<file path="src/rtl/regfile_pkg.sv">
// regfile_pkg
//   Shared definitions for the regfile_sb register file slice:
//   default data/address widths, a depth helper and the busy-vector type
//   for the default configuration.
package regfile_pkg;

  localparam int DEFAULT_DATA_W = 16;
  localparam int DEFAULT_ADDR_W = 4;

  // Number of architectural registers addressed by an addr_w-bit index.
  function automatic int depth_of(input int addr_w);
    return 1 << addr_w;
  endfunction

  // One busy bit per register in the default configuration.
  typedef logic [depth_of(DEFAULT_ADDR_W)-1:0] busy_vec_t;

endpackage : regfile_pkg

</file>
<file path="src/rtl/regfile_scoreboard.sv">
// regfile_scoreboard
//   Per-register busy tracking for in-flight destination writes.
//   Owns the busy bits, the issue-ready decision, the set/clear arbitration
//   and the registered count of busy registers.
//
// Ports
//   clk, rst     clock, synchronous active-high reset
//   iss_valid    issue stage wants to reserve iss_dest
//   iss_dest     destination register to reserve
//   iss_ready    reservation can be accepted this cycle (combinational)
//   wb_valid     write-back strobe, clears busy[wb_addr]
//   wb_addr      write-back register
//   busy         stored busy bits, one per register
//   busy_cnt     number of busy registers (registered)
module regfile_scoreboard
  import regfile_pkg::*;
#(
  parameter int  ADDR_W   = DEFAULT_ADDR_W,
  parameter int  ZERO_REG = 1,
  localparam int DEPTH    = depth_of(ADDR_W)
) (
  input  logic              clk,
  input  logic              rst,
  input  logic              iss_valid,
  input  logic [ADDR_W-1:0] iss_dest,
  output logic              iss_ready,
  input  logic              wb_valid,
  input  logic [ADDR_W-1:0] wb_addr,
  output logic [DEPTH-1:0]  busy,
  output logic [ADDR_W:0]   busy_cnt
);

  logic [DEPTH-1:0]  busy_reg;
  logic [DEPTH-1:0]  busy_next;
  logic [DEPTH-1:0]  set_vec;
  logic [DEPTH-1:0]  clr_vec;
  logic [ADDR_W:0]   cnt_reg;
  logic [ADDR_W:0]   cnt_next;
  logic              wb_hits_dest;
  logic              iss_fire;
  logic              set_new;
  logic              clr_old;

  // A write-back retiring the very register being reserved frees it in
  // the same cycle, so the issue need not stall.
  assign wb_hits_dest = wb_valid && (wb_addr == iss_dest);
  assign iss_ready    = !busy_reg[iss_dest] || wb_hits_dest;
  assign iss_fire     = iss_valid && iss_ready;

  generate
    for (genvar gi = 0; gi < DEPTH; gi++) begin : g_bit
      localparam logic [ADDR_W-1:0] IDX       = ADDR_W'(gi);
      // The hardwired zero register is never reserved.
      localparam bit                HARD_ZERO = (ZERO_REG != 0) && (gi == 0);

      assign set_vec[gi]   = iss_fire && (iss_dest == IDX) && !HARD_ZERO;
      assign clr_vec[gi]   = wb_valid && (wb_addr == IDX);
      // Set has priority: issue and write-back to the same register leave
      // it reserved for the newer producer.
      assign busy_next[gi] = set_vec[gi] || (busy_reg[gi] && !clr_vec[gi]);
    end
  endgenerate

  // At most one bit is set and one cleared per cycle, so the count moves
  // by -1, 0 or +1.
  assign set_new  = |(set_vec & ~busy_reg);
  assign clr_old  = |(clr_vec & busy_reg & ~set_vec);
  assign cnt_next = cnt_reg + {{ADDR_W{1'b0}}, set_new} - {{ADDR_W{1'b0}}, clr_old};

  always_ff @(posedge clk) begin
    if (rst) begin
      busy_reg <= '0;
      cnt_reg  <= '0;
    end else begin
      busy_reg <= busy_next;
      cnt_reg  <= cnt_next;
    end
  end

  assign busy     = busy_reg;
  assign busy_cnt = cnt_reg;

endmodule : regfile_scoreboard

</file>
<file path="src/rtl/regfile_sb.sv">
// regfile_sb
//   Parametrised register file with two combinational read ports, one
//   synchronous write-back port and a scoreboard tracking in-flight
//   destination writes (write-after-write stall on issue).
//
// Optional feature macro: REGFILE_BYPASS_EN
//   defined   -> a read of the register being written this cycle returns
//                wb_data and reports not-busy
//   undefined -> reads return stored data/busy; writes visible next cycle
//
// Ports
//   clk, rst          clock, synchronous active-high reset
//   src_a, src_b      read addresses
//   a_out, b_out      read data (combinational)
//   a_busy, b_busy    pending-write flag of the addressed register
//   iss_valid         reserve iss_dest
//   iss_dest          destination register to reserve
//   iss_ready         reservation accepted this cycle if iss_valid
//   wb_valid          write-back strobe
//   wb_addr, wb_data  write-back register and data
//   busy_cnt          number of busy registers (registered)
module regfile_sb
  import regfile_pkg::*;
#(
  parameter int  DATA_W   = DEFAULT_DATA_W,
  parameter int  ADDR_W   = DEFAULT_ADDR_W,
  parameter int  ZERO_REG = 1,
  localparam int DEPTH    = depth_of(ADDR_W)
) (
  input  logic              clk,
  input  logic              rst,
  input  logic [ADDR_W-1:0] src_a,
  input  logic [ADDR_W-1:0] src_b,
  output logic [DATA_W-1:0] a_out,
  output logic [DATA_W-1:0] b_out,
  output logic              a_busy,
  output logic              b_busy,
  input  logic              iss_valid,
  input  logic [ADDR_W-1:0] iss_dest,
  output logic              iss_ready,
  input  logic              wb_valid,
  input  logic [ADDR_W-1:0] wb_addr,
  input  logic [DATA_W-1:0] wb_data,
  output logic [ADDR_W:0]   busy_cnt
);

  logic [DATA_W-1:0] mem_reg [DEPTH];
  logic [DEPTH-1:0]  busy;
  logic              wr_en;
  logic              a_zero;
  logic              b_zero;
  logic              a_byp;
  logic              b_byp;

  regfile_scoreboard #(
    .ADDR_W   (ADDR_W),
    .ZERO_REG (ZERO_REG)
  ) u_scoreboard (
    .clk       (clk),
    .rst       (rst),
    .iss_valid (iss_valid),
    .iss_dest  (iss_dest),
    .iss_ready (iss_ready),
    .wb_valid  (wb_valid),
    .wb_addr   (wb_addr),
    .busy      (busy),
    .busy_cnt  (busy_cnt)
  );

  // Writes to the hardwired zero register are dropped.
  assign wr_en = wb_valid && !((ZERO_REG != 0) && (wb_addr == '0));

  // Storage is reset and read asynchronously, so it maps to fabric
  // registers rather than block RAM.
  always_ff @(posedge clk) begin
    if (rst) begin
      for (int i = 0; i < DEPTH; i++) begin
        mem_reg[i] <= '0;
      end
    end else if (wr_en) begin
      mem_reg[wb_addr] <= wb_data;
    end
  end

  assign a_zero = (ZERO_REG != 0) && (src_a == '0);
  assign b_zero = (ZERO_REG != 0) && (src_b == '0);

`ifdef REGFILE_BYPASS_EN
  assign a_byp = wb_valid && (wb_addr == src_a);
  assign b_byp = wb_valid && (wb_addr == src_b);
`else
  assign a_byp = 1'b0;
  assign b_byp = 1'b0;
`endif

  // Zero register wins over bypass, bypass wins over stored state.
  assign a_out  = a_zero ? '0 : (a_byp ? wb_data : mem_reg[src_a]);
  assign b_out  = b_zero ? '0 : (b_byp ? wb_data : mem_reg[src_b]);
  assign a_busy = !a_zero && !a_byp && busy[src_a];
  assign b_busy = !b_zero && !b_byp && busy[src_b];

endmodule : regfile_sb

</file>
<file path="config.mk">
export PLATFORM = sky130hd
export DESIGN_NAME = regfile_sb
export DESIGN_NICKNAME = d
export VERILOG_FILES = /design/src/rtl/regfile_pkg.sv /design/src/rtl/regfile_scoreboard.sv /design/src/rtl/regfile_sb.sv
export SDC_FILE = /design/constraint.sdc
export NUM_CORES = 1
export LEC_CHECK = 0
export CAP_MARGIN = 20
export CORE_ASPECT_RATIO = 0.7
export CORE_MARGIN = 5
export CORE_UTILIZATION = 31
export CTS_BUF_LIST = sky130_fd_sc_hd__clkbuf_4 sky130_fd_sc_hd__clkbuf_8
export DETAILED_ROUTE_END_ITERATION = 12
export DONT_BUFFER_PORTS = 1
export PLACE_DENSITY_LB_ADDON = 0.2
export RECOVER_POWER = 50
export SLEW_MARGIN = 20
export SYNTH_ARGS = -nofsm -noshare
export SYNTH_HDL_FRONTEND = slang
export SYNTH_HIERARCHICAL = 1
export SYNTH_SLANG_ARGS = --single-unit
</file>
<file path="constraint.sdc">
create_clock -name clk -period 5.15 [get_ports clk]
set_clock_uncertainty 0.15 [all_clocks]
set_input_delay 1.03 -clock clk [delete_from_list [all_inputs] [get_ports clk]]
set_output_delay 1.03 -clock clk [all_outputs]
set_load 0.02 [all_outputs]
</file>
==> summary.txt <==
Largest cells by area after synthesis - edfxtp_1, mux4_2, and2_1
Cells after DPL - 1781
Top_reg_cell synth - edfxtp_1
PwrDens - 311 nW/µm²
Netlist Area Pre-Place - 15100 µm²
Buffers on Ports - 0
Drt drc - 0
Worst EP arrival - 2.94 ns
Vias in the first global route - 9533
Slowest stage delay, CP - 0.80 ns
Dominant cell type by area after synthesis - edfxtp_1
Critical path class - input port to output port
Placed cell areas - 15600 µm²
Top cell type's share of synthesized area - 0.479
Register area share after synthesis - 0.507
RSZ-0062 raised after global routing - false
Worst Hold Class - input port to flip-flop
Final cell count without fillers - 1870
CP Launch Type - input port
Post-synth EDFFs - 241
DIE WIDTH - 274 µm
Worst Path Max Fanout - 43
Max-Cap Viols - 0
Number of gates resized after cts - 0
Via count - 9760
Drt via density - 5.22
Final #Nets - 1218
Commonest non-fill, non-tap cell in the layout - edfxtp_1
Post-synth cell types - 68
Net Count, Synth - 1242
DRT Pass-1 Iters - 5
First-pass GRT wire length - 69.0 mm
Layout cells sized above 1 - 0.168
Pins over their slew limit - 0
Period utilization - 0.801
Final worst slack - 1.03 ns
Syn_area_per_cell - 12.6 µm²
Sw Ratio - 0.253
Pint - 3820 µW
Slew Limit Headroom - 0.0194
H-tree levels - 2
Die footprint - 53300 µm²
Clk slew on worst S/H paths - 0.06 ns
Max reg flops - 241
Static Leak - 0.00562 µW
Outcome - completed
Pin count of the biggest net entering global routing - 87
CTS tree - done
Fmax - 242 MHz
Clock network power share - 0.393
Drt first-iter violations - 943
FF+latch count, synth - 262
Area Overhead vs Synth - 8.87%
Clock Path Buffers - 3
Final instance area - 16400 µm²
Sequential power share - 0.495
Final Critical Period - 4.12 ns
Worst Tran Pin Value - 1.47 ns
Req. time, crit path - 3.97 ns
Post-detailed-route count of antenna-violating nets - 0
Sw power - 1300 µW
Post-DP HPWL - 29.6 mm
Num rows - 67
Setup Fix Bufs, Post-CTS - 0
Initial antenna violation count - 1
Pre-CTS WS - 0.894 ns
Critical path, cell by cell - nand2b_1 > buf_4 > o22ai_1 > a2111oi_0 > buf_4 > a31oi_1
Setup crit end kind - output port
CP max-delay cell - a2111oi_0
Most frequent cells in the layout - edfxtp_1, and2_1, mux2i_1
Post-synth ARST share - 0
Number of hold buffers added after CTS - 0
Post-Route Setup TNS - 0 ns
CP most frequent cell - buf_4
Cts bufs inserted - 48
Final Hold Viols - 0
# IOs - 76
CTS sink cnt - 262
Total gr overflow - 0
Wire length per cell - 24.9 µm
Comb pwr share - 0.111
Worst-case vdd ir drop - 0.161 mV
Routability cong. - 0.891
Yosys warns - 6
Starting density of the core - 0.314
Setup Viol. Count Final - 0
Die height - 195 µm
Core Area - 48000 µm²
Post-Syn Instances - 1200
Root Driver - clkbuf_8
Gr usage total - 0.172
Worst skew pair latency - 0.59 ns
Total Wirelength - 46.5 mm
## cell usage after synthesis, types with 5 or more instances
library cell and count:
mux4_2 70, mux2_2 20, inv_1 11, buf_6 7
dfxtp_1 21, mux2i_1 106, a221o_1 18, o22ai_1 15
xnor2_1 5, nand3b_1 6, ha_1 5, nand2b_1 22
a31oi_1 18, and3_1 7, nor2b_1 11, and2_1 246
nor2_1 41, nor2_2 5, clkbuf_1 52, edfxtp_1 241
nand3_1 9, buf_2 19, a22oi_1 24, a21oi_1 51
buf_4 14, buf_1 6, nand2_1 54, or2_2 15
a2111oi_0 15
## worst paths after layout
| kind | end | cells past startpoint | slack, ns | startpoint |
|---|---|---|---|---|
| max | a_out[9] | 6 | 1.03 | src_a[3] |
| min | u_scoreboard/busy_cnt[1]$_SDFF_PP0_ | 1 | 0.35 | rst |
| max reg2reg | u_scoreboard/busy_cnt[4]$_SDFF_PP0_ | 16 | 1.32 | u_scoreboard/busy[9]$_SDFF_PP0_ |
| min reg2reg | u_scoreboard/busy[0]$_SDFF_PP0_ | 2 | 0.38 | u_scoreboard/busy[0]$_SDFF_PP0_ |
## per-stage QoR
stage                     utilization  hold WS, ns  total power (µW)
after floorplan                     -        0.283              3060
after global placement          0.324        0.350              3150
after detailed placement        0.324        0.363              3150
after CTS                       0.344        0.309              5170
after global routing            0.342        0.328              5320
final                           0.342        0.354              5120
## routing by layer
| layer | wire [µm] | GRT usage | vias up |
|---|---|---|---|
| met5 | 0 | 0 | - |
| met2 | 19800 | 0.248 | 297 |
| li1 | - | - | 4462 |
| met3 | 2760 | 0.0330 | 55 |
| met1 | 23200 | 0.267 | 4946 |
| met4 | 789 | 0.0362 | 0 |
## critical path, delay by kind of cell
| kind | cells | cell delay (ns) |
|---|---|---|
| compound gates | 3 | 1.01 |
| buf+inv | 2 | 0.49 |
| simple gates | 1 | 0.39 |
## power by group through the flow
stage | clock network, µW | registers [µW] | logic, µW
CTS | 2060 | 2530 | 577
detailed placement | 0 | 2580 | 574
finish | 2010 | 2530 | 570
global placement | 0 | 2570 | 575
floorplan | 0 | 2540 | 512
global route | 2160 | 2550 | 612
## cell type report
class                   instances  area [µm²]
fillers                      4686       31600
clock buffers                  68         811
multi-input cells             821        6770
clock inverters                19         144
repair buffers                 32         188
flip-flops and latches        262        7660
inverters                      11        41.3
diodes                          2        5.00
well taps                     655         820
## cell families (layout without fill, tap and decap cells)
| kind of cell | Yosys count | after routing | synth area share |
|---|---|---|---|
| mux | 198 | 198 | 0.193 |
| compound gates | 171 | 171 | 0.0806 |
| xor+xnor | 8 | 8 | 0.00464 |
| flops | 262 | 262 | 0.507 |
| simple gates | 437 | 437 | 0.167 |
| buf+inv | 117 | 130 | 0.0416 |
| fa+ha+maj | 6 | 6 | 0.00547 |
| other cells | 1 | 3 | 0.000248 |
Note: power is estimated with default switching activity, not from simulation.
